==> config.mk <==
export PLATFORM = sky130hd
export DESIGN_NAME = if_id_stage
export DESIGN_NICKNAME = d
export VERILOG_FILES = /design/src/rtl/if_id_stage.sv
export SDC_FILE = /design/constraint.sdc
export NUM_CORES = 1
export LEC_CHECK = 0
export CAP_MARGIN = 20
export CORE_AREA = 2 2 74 76
export DETAILED_ROUTE_END_ITERATION = 7
export DIE_AREA = 0 0 76 78
export GPL_TIMING_DRIVEN = 1
export HOLD_SLACK_MARGIN = 0.08
export PLACE_DENSITY = 0.8
export SLEW_MARGIN = 25
export SYNTH_ARGS = -nofsm -noshare
export SYNTH_HDL_FRONTEND = slang
export SYNTH_SLANG_ARGS = --single-unit
==> constraint.sdc <==
create_clock -name clk -period 2.8 [get_ports clk]
set_clock_uncertainty 0.15 [all_clocks]
set_input_delay 0.56 -clock clk [delete_from_list [all_inputs] [get_ports clk]]
set_output_delay 0.56 -clock clk [all_outputs]
set_load 0.1 [all_outputs]
==> src/rtl/if_id_stage.sv <==
// IF/ID pipeline register for the 16-bit 5-stage pipeline.
// Captures PC+1 and the instruction from fetch and detects load-use hazards
// against the LW in EX. Drives the global stall and tracks a sticky halt.
module if_id_stage #(
    parameter logic [15:0] NOP_INSTR = 16'h0000,
    parameter logic [3:0]  HLT_OP    = 4'hF,
    parameter logic [3:0]  LW_OP     = 4'h8,
    parameter logic [3:0]  SW_OP     = 4'h9
) (
    input  logic        clk,
    input  logic        rst,
    input  logic [15:0] pc_inc_if,
    input  logic [15:0] instr_if,
    input  logic        flush,
    input  logic        ex_memrd,
    input  logic [3:0]  ex_rd,
    output logic [15:0] pc_inc_id,
    output logic [15:0] instr_id,
    output logic        valid_id,
    output logic [3:0]  rs_id,
    output logic [3:0]  rt_id,
    output logic        stall,
    output logic        bubble_ex,
    output logic        halted
);

    // RET implicitly reads the link register R15.
    localparam logic [3:0] RET_OP  = 4'hE;
    localparam logic [3:0] LINK_RG = 4'hF;

    typedef enum logic [0:0] {StRun, StHalt} state_e;

    state_e     state_q;
    logic [3:0] opcode;
    logic       ret_op;
    logic       uses_rs;
    logic       uses_rt;
    logic       hazard;

    // Decode source registers and detect a load-use dependency on the EX LW.
    always_comb begin
        opcode  = instr_id[15:12];
        ret_op  = (opcode == RET_OP);
        rs_id   = ret_op ? LINK_RG : instr_id[7:4];
        // SW reads its store-data register from the rd field.
        rt_id   = (opcode == SW_OP) ? instr_id[11:8] : instr_id[3:0];
        uses_rs = ~opcode[3] | (opcode == LW_OP) | (opcode == SW_OP) | ret_op;
        uses_rt = ~opcode[3] | (opcode == SW_OP);
        hazard  = valid_id & ex_memrd & (ex_rd != 4'h0) &
                  ((uses_rs & (ex_rd == rs_id)) | (uses_rt & (ex_rd == rt_id)));
    end

    // Stall/bubble requests; forced low while reset is asserted.
    always_comb begin
        stall     = 1'b0;
        bubble_ex = 1'b0;
        if (!rst) begin
            if (state_q == StHalt) begin
                stall     = 1'b1;
                bubble_ex = 1'b1;
            end else begin
                // A resolved control transfer discards ID, so it wins over a hazard.
                stall     = hazard & ~flush;
                bubble_ex = hazard | flush;
            end
        end
    end

    // Run/halt FSM; halted is registered alongside the state.
    always_ff @(posedge clk or posedge rst) begin
        if (rst) begin
            state_q <= StRun;
            halted  <= 1'b0;
        end else begin
            unique case (state_q)
                StRun: begin
                    if (valid_id && (opcode == HLT_OP) && !flush) begin
                        state_q <= StHalt;
                        halted  <= 1'b1;
                    end
                end
                StHalt: begin
                    state_q <= StHalt;
                    halted  <= 1'b1;
                end
                default: begin
                    state_q <= StRun;
                    halted  <= 1'b0;
                end
            endcase
        end
    end

    // IF/ID register: flush injects a bubble, hazard holds, halt freezes.
    always_ff @(posedge clk or posedge rst) begin
        if (rst) begin
            pc_inc_id <= 16'h0000;
            instr_id  <= NOP_INSTR;
            valid_id  <= 1'b0;
        end else if (state_q == StRun) begin
            if (flush) begin
                pc_inc_id <= pc_inc_if;
                instr_id  <= NOP_INSTR;
                valid_id  <= 1'b0;
            end else if (!hazard) begin
                pc_inc_id <= pc_inc_if;
                instr_id  <= instr_if;
                valid_id  <= 1'b1;
            end
        end
    end

endmodule

==> results of run 1 <==
## worst max-delay path, stage by stage, from the launching register on
cell      delay (ns)
dfrtp_4         0.49
and4bb_4        0.41
nor4b_4         0.24
o32ai_2         0.11
o22ai_2         0.31
a31oi_4         0.15
nor2_4          0.15
buf_12          0.18
## worst min-delay path by stage
stage	slack (ns)	startpoint	end
after floorplan	0.49	state_q	state_q
after global placement	0.33	halted	halted
after detailed placement	0.34	halted	halted
after CTS	0.36	halted	halted
after global routing	0.38	pc_inc_id[9]	pc_inc_id[9]
final	0.35	halted	halted
## cell families after synthesis
group	synth area share
AOI/OAI and AO/OA	0.1946
DFF	0.4648
and+or+nand+nor	0.09762
buffers and inverters	0.07835
muxes	0.1275
xor gates and xnor gates	0.03718
## final cells by class
cell class / instances / area [um2]
tap: 70 / 87.58
multi-input combinational: 90 / 922.1
timing repair buffer: 101 / 934.6
inverter: 21 / 78.83
clock buffer: 5 / 68.82
clock inverter: 3 / 46.29
fill: 419 / 2001
sequential: 35 / 903.4
## what timing repair did
action                                  CTS  global route
endpoints found under the setup margin   16            16
buffers inserted                          5             1
pin swaps                                 7             7
gates resized for setup                  10             2
## cell usage after synthesis, types with 2 or more instances
library cell  number
inv_1             21
xnor2_1            4
mux2_2             4
nor4b_2            2
o2bb2ai_1          7
or2_2              4
xor2_1             4
buf_8              2
dfrtp_1           35
o2bb2ai_2          9
o21ai_0            7
mux2_4            13
nand2_1            7
and3_1             2
nand3_1            2
buf_6              3
nor2_1             5
## power by group
group / internal (uW) / switching, uW / total [uW]
clock network: 268 / 197 / 465
logic: 214 / 454 / 668
registers: 545 / 34.0 / 579
## per-stage QoR
step	cells	cell area [um2]	utilization	setup WS, ns
5_1_grt	325	3042	0.6032	-0.3213
4_1_cts	324	3030	0.6010	-0.2117
2_1_floorplan	152	1942	-	-0.4956
3_3_place_gp	311	2846	0.5645	-0.3732
6_report	325	3042	0.6032	-0.2361
3_5_place_dp	311	2846	0.5645	-0.4106
## registers in the layout, indices dropped and copies added (netlist names)
name / count
valid_id: 1
state_q: 1
pc_inc_id: 16
halted: 1
instr_id: 16
## routing by layer
metal | vias to the layer above | track usage | wire [um]
li1 | 745 | - | -
met1 | 758 | 0.2094 | 1975
met2 | 61 | 0.3071 | 2557
met3 | 12 | 0.04884 | 271
met4 | 0 | 0.06364 | 104
met5 | - | 0 | 0
==> flow_summary.ini, run 1 <==
[outcome]
status = complete, but fails checks
violations = setup timing

[logic_synthesis]
ys_types = 38
synth_top_area_cell = dfrtp_1
synthArstFlopShare = 1.000
synth_area_leaders = dfrtp_1, mux2_4, o2bb2ai_2
ys.warnings.count = 0
syn-mean-instance-area_um2 = 12.40
synth_cells = 152
synth_enable_flop_cells = 0
ys_ff_latch = 35
synth_fp_nets = 192
yosysSeqAreaShare = 0.4648
synth-main-ff-cell = dfrtp_1
synth_top_area_share = 0.4648
netlist_area_um2 = 1884

[sta]
clock.fmax_ghz = 0.3294
fin_setup_tns_ns = -0.4222
relSlewSlack = 0.7125
worst_pin_slew_ns = 0.4312
fin_ws_ns = -0.2361
post-route-period-util = 1.084
rsz0062_at_grt = yes
setup_viol = 2
holdWs_ns = 0.3495
fin_crit_ns = 3.036
hold_viol = 0
drv_slew = 0

[power]
vdd_drop_max_mv = 0.3009
power_uw = 1712
p_leak_uw = 0.001355
powerDensity_nw_per_um2 = 562.7

[critical_path]
r2r_setup_slack_ns = 0.13
cp-startpoint = instr_id[14]
worstSetupPathType = flop to primary output
startpoint_type = flop
timing.rr.end = pc_inc_id[13]
critPathMaxFanout = 7
critPathCaptureType = primary output
worstPathArrival_ns = 2.33
reg2reg_depth = 10
r2r_start = instr_id[13]
cp-endpoint = stall
crit_required_ns = 2.09

[die]
dieArea_um2 = 5928
die-width_um = 76
initial_utilization = 0.3737
rows = 26
die_h_um = 78
coreArea_um2 = 5042
io_pins = 84

[global_routing]
grt_max_degree = 36
grtUsageTotal = 0.1764
grt_pass1_vias = 1654
antenna_found_initial = 0
grt_first_pass_wirelength_um = 8224
overflow = 0

[place]
dp_hpwl_um = 3652
routabilityCongestion = 0.7506
io_buffers = 83

[detailed_routing]
wl_per_cell_um = 15.10
vias = 1576
drt_iter0_drc = 79
drt-pass1-iter-count = 4
vias_per_cell = 4.849
route.detailed.drc = 0
ant_nets = 0
drt_wl_total_um = 4908

[finish]
area_growth_pct = 61.42
n_antenna_cell = 0
drive_gt1_frac = 0.5255
layout_common_cells = buf_4, clkdlybuf4s50_1, inv_1, dfrtp_1
mostFrequentLayoutCell = buf_4
final_nets = 294

[clock_tree]
clk_transition_reported_paths_ns = 0.08
cts.path.max_buffers = 2
insertion_delay_ns = 0.29
cts_buffers = 5
ctsHoldBuffers = 0
cts_num_sinks = 35
htreeDepth = 2
cts_tree = yes
cts-root-buf = clkbuf_8

[worst_hold_path]
min_path_cells = 1
hp-class = flop to flop

[job]
maxCapViolations = 0
No activity file was read; power rests on OpenSTA's default activity.
==> run 2, diff against run 1 <==
--- a/config.mk
+++ b/config.mk
@@ -9,6 +9,7 @@
 export CORE_AREA = 2 2 74 76
 export DETAILED_ROUTE_END_ITERATION = 7
 export DIE_AREA = 0 0 76 78
+export GPL_ROUTABILITY_DRIVEN = 0
 export GPL_TIMING_DRIVEN = 1
 export HOLD_SLACK_MARGIN = 0.08
 export PLACE_DENSITY = 0.8
==> results of run 2 <==
Final layout, timing and power as in run 1 (identical DEF).
==> run 3, diff against run 2 <==
--- a/config.mk
+++ b/config.mk
@@ -5,14 +5,14 @@
 export SDC_FILE = /design/constraint.sdc
 export NUM_CORES = 1
 export LEC_CHECK = 0
-export CAP_MARGIN = 20
-export CORE_AREA = 2 2 74 76
+export CAP_MARGIN = 10
+export CORE_AREA = 2 2 90 92
 export DETAILED_ROUTE_END_ITERATION = 7
-export DIE_AREA = 0 0 76 78
+export DIE_AREA = 0 0 92 94
 export GPL_ROUTABILITY_DRIVEN = 0
 export GPL_TIMING_DRIVEN = 1
 export HOLD_SLACK_MARGIN = 0.08
-export PLACE_DENSITY = 0.8
+export PLACE_DENSITY = 0.59
 export SLEW_MARGIN = 25
 export SYNTH_ARGS = -nofsm -noshare
 export SYNTH_HDL_FRONTEND = slang
==> run 3 against run 2 <==
Against the previous run:
- the flow still finishes with violations (setup timing)
- core utilization shrank 19 points
- wire length grew 7.3%
- power grew 0.42%
- sequential share of layout area shrank 1.0 points
- non-clock buffer count grew 3
- critical path type unchanged
- critical endpoint unchanged
- largest power group unchanged
==> flow_summary.ini, run 3 (synthesis results as in run 1) <==
[critical_path]
reg2reg_depth = 8
crit_required_ns = 2.09
startpoint_type = flop
worstPathArrival_ns = 2.29
r2r_setup_slack_ns = 0.12
critPathCaptureType = primary output
path_cells = and4bb_4 -> nor4b_4 -> o32ai_2 -> o22ai_4 -> a31oi_4 -> nor2_4 -> buf_12
worstSetupPathType = flop to primary output
r2r_start = instr_id[14]
timing.rr.end = pc_inc_id[12]
critPathMaxFanout = 7
max_stage_delay_ns = 0.49
cp_slowest_cell = dfrtp_4

[detailed_routing]
route.detailed.drc = 0
vias_per_cell = 4.264
wl_per_cell_um = 14.63
drt-pass1-iter-count = 4
drt_wl_total_um = 5265
drt_iter0_drc = 38
ant_nets = 0
vias = 1535

[finish]
mostFrequentLayoutCell = buf_4
area_growth_pct = 67.26
drive_gt1_frac = 0.5388
fillers = 749
final_nets = 297
n_antenna_cell = 0
top_regs = instr_id (16), pc_inc_id (16)
layout_common_cells = buf_4, clkdlybuf4s50_1, inv_1, dfrtp_1

[outcome]
violations = setup timing
status = complete, but fails checks

[worst_hold_path]
whs_endpoint = halted
hp-start = halted
hp-class = flop to flop
min_path_cells = 1

[global_routing]
grt_max_degree = 25
grt_pass1_vias = 1509
overflow = 0
antenna_found_initial = 0
grtUsageTotal = 0.1199
grt_first_pass_wirelength_um = 7955

[power]
clockPowerShare = 0.266
p_comb_frac = 0.397
switching_share = 0.3995
cellInternalPower_uw = 1032
vdd_drop_max_mv = 0.2583
power_uw = 1719
p_switching_uw = 686.6
p_leak_uw = 0.001386
powerDensity_nw_per_um2 = 545.3
power_frac_seq = 0.336

[clock_tree]
insertion_delay_ns = 0.28
cts_tree = yes
cts_buffers = 5
cts_num_sinks = 35
htreeDepth = 2
cts-root-buf = clkbuf_8
clk_transition_reported_paths_ns = 0.08
cts.path.max_buffers = 2

[job]
maxCapViolations = 0

[die]
rows = 32
die_h_um = 94
die-width_um = 92
initial_utilization = 0.2477
dieArea_um2 = 8648
coreArea_um2 = 7607
io_pins = 84

[sta]
drv_slew = 0
worst_pin_slew_ns = 0.5445
holdWs_ns = 0.3244
clock.fmax_ghz = 0.3334
fin_ws_ns = -0.1991
post-route-period-util = 1.071
setup_viol = 2
fin_crit_ns = 2.999
relSlewSlack = 0.6366
rsz0062_at_grt = yes
fin_setup_tns_ns = -0.3802
hold_viol = 0

[place]
pre_cts_slack_ns = -0.4320
dp_hpwl_um = 3960
io_buffers = 83
[run 3: changes by cell type in the layout (fill, tap and decap cells not counted), sizes merged]
cell	previous run	this run
inv	22	21
dlygate4sd2	3	4
clkinv	0	2
clkdlybuf4s50	36	35
buf	62	65
clkinvlp	1	0
[run 3: how the worst max path moves through the flow]
stage,from,end,slack (ns)
after floorplan,instr_id[14],stall,-0.50
after CTS,instr_id[13],stall,-0.19
after detailed placement,ex_rd[0],bubble_ex,-0.43
after global placement,ex_rd[0],bubble_ex,-0.44
after global routing,instr_id[14],stall,-0.28
final,instr_id[14],stall,-0.20
[run 3: power groups by stage]
stage	clock network, uW	logic (uW)	registers [uW]
after detailed placement	0	665	590
after global routing	491	708	585
after CTS	475	680	579
after floorplan	0	216	839
final	458	683	578
after global placement	0	662	590
[run 3: final cells by class]
type / count / area (um2) / share of cell area
clock buffers: 5 / 68.82 / 0.02183
clock inverters: 3 / 43.79 / 0.01389
inverters: 21 / 78.83 / 0.02501
multi-input cells: 90 / 952.2 / 0.3021
flip-flops and latches: 35 / 903.4 / 0.2866
well taps: 102 / 127.6 / 0.04049
repair buffers: 104 / 977.2 / 0.3100
[run 3: critical path: cells and delay by family, from the launching register on]
family / cells / cell delay [ns]
and+or+nand+nor: 3 / 0.81
buffers and inverters: 1 / 0.19
AOI/OAI and AO/OA: 3 / 0.51
DFF: 1 / 0.49
[run 3: layer usage]
metal | wire length, um | share of wire | vias up | global-route usage
met3 | 248 | 0.047 | 2 | 0.03210
met2 | 2571 | 0.49 | 40 | 0.1900
met5 | 0 | 0 | - | 0
met1 | 2398 | 0.46 | 745 | 0.1600
li1 | - | - | 748 | -
met4 | 47 | 0.0089 | 0 | 0.03731
[run 3: repair_timing]
action                     in CTS  in global routing
setup buffers                   5                  3
hold buffers                    0                  0
setup endpoints to repair      31                  2
pin swaps                       8                  5
resized for setup              14                  3
gates cloned                    0                  0
[run 3: through the flow]
stage,instances,utilization,cell area (um2)
2_1_floorplan,152,-,1942
3_3_place_gp,344,0.3837,2919
3_5_place_dp,344,0.3837,2919
4_1_cts,357,0.4087,3109
5_1_grt,360,0.4143,3152
6_report,360,0.4143,3152
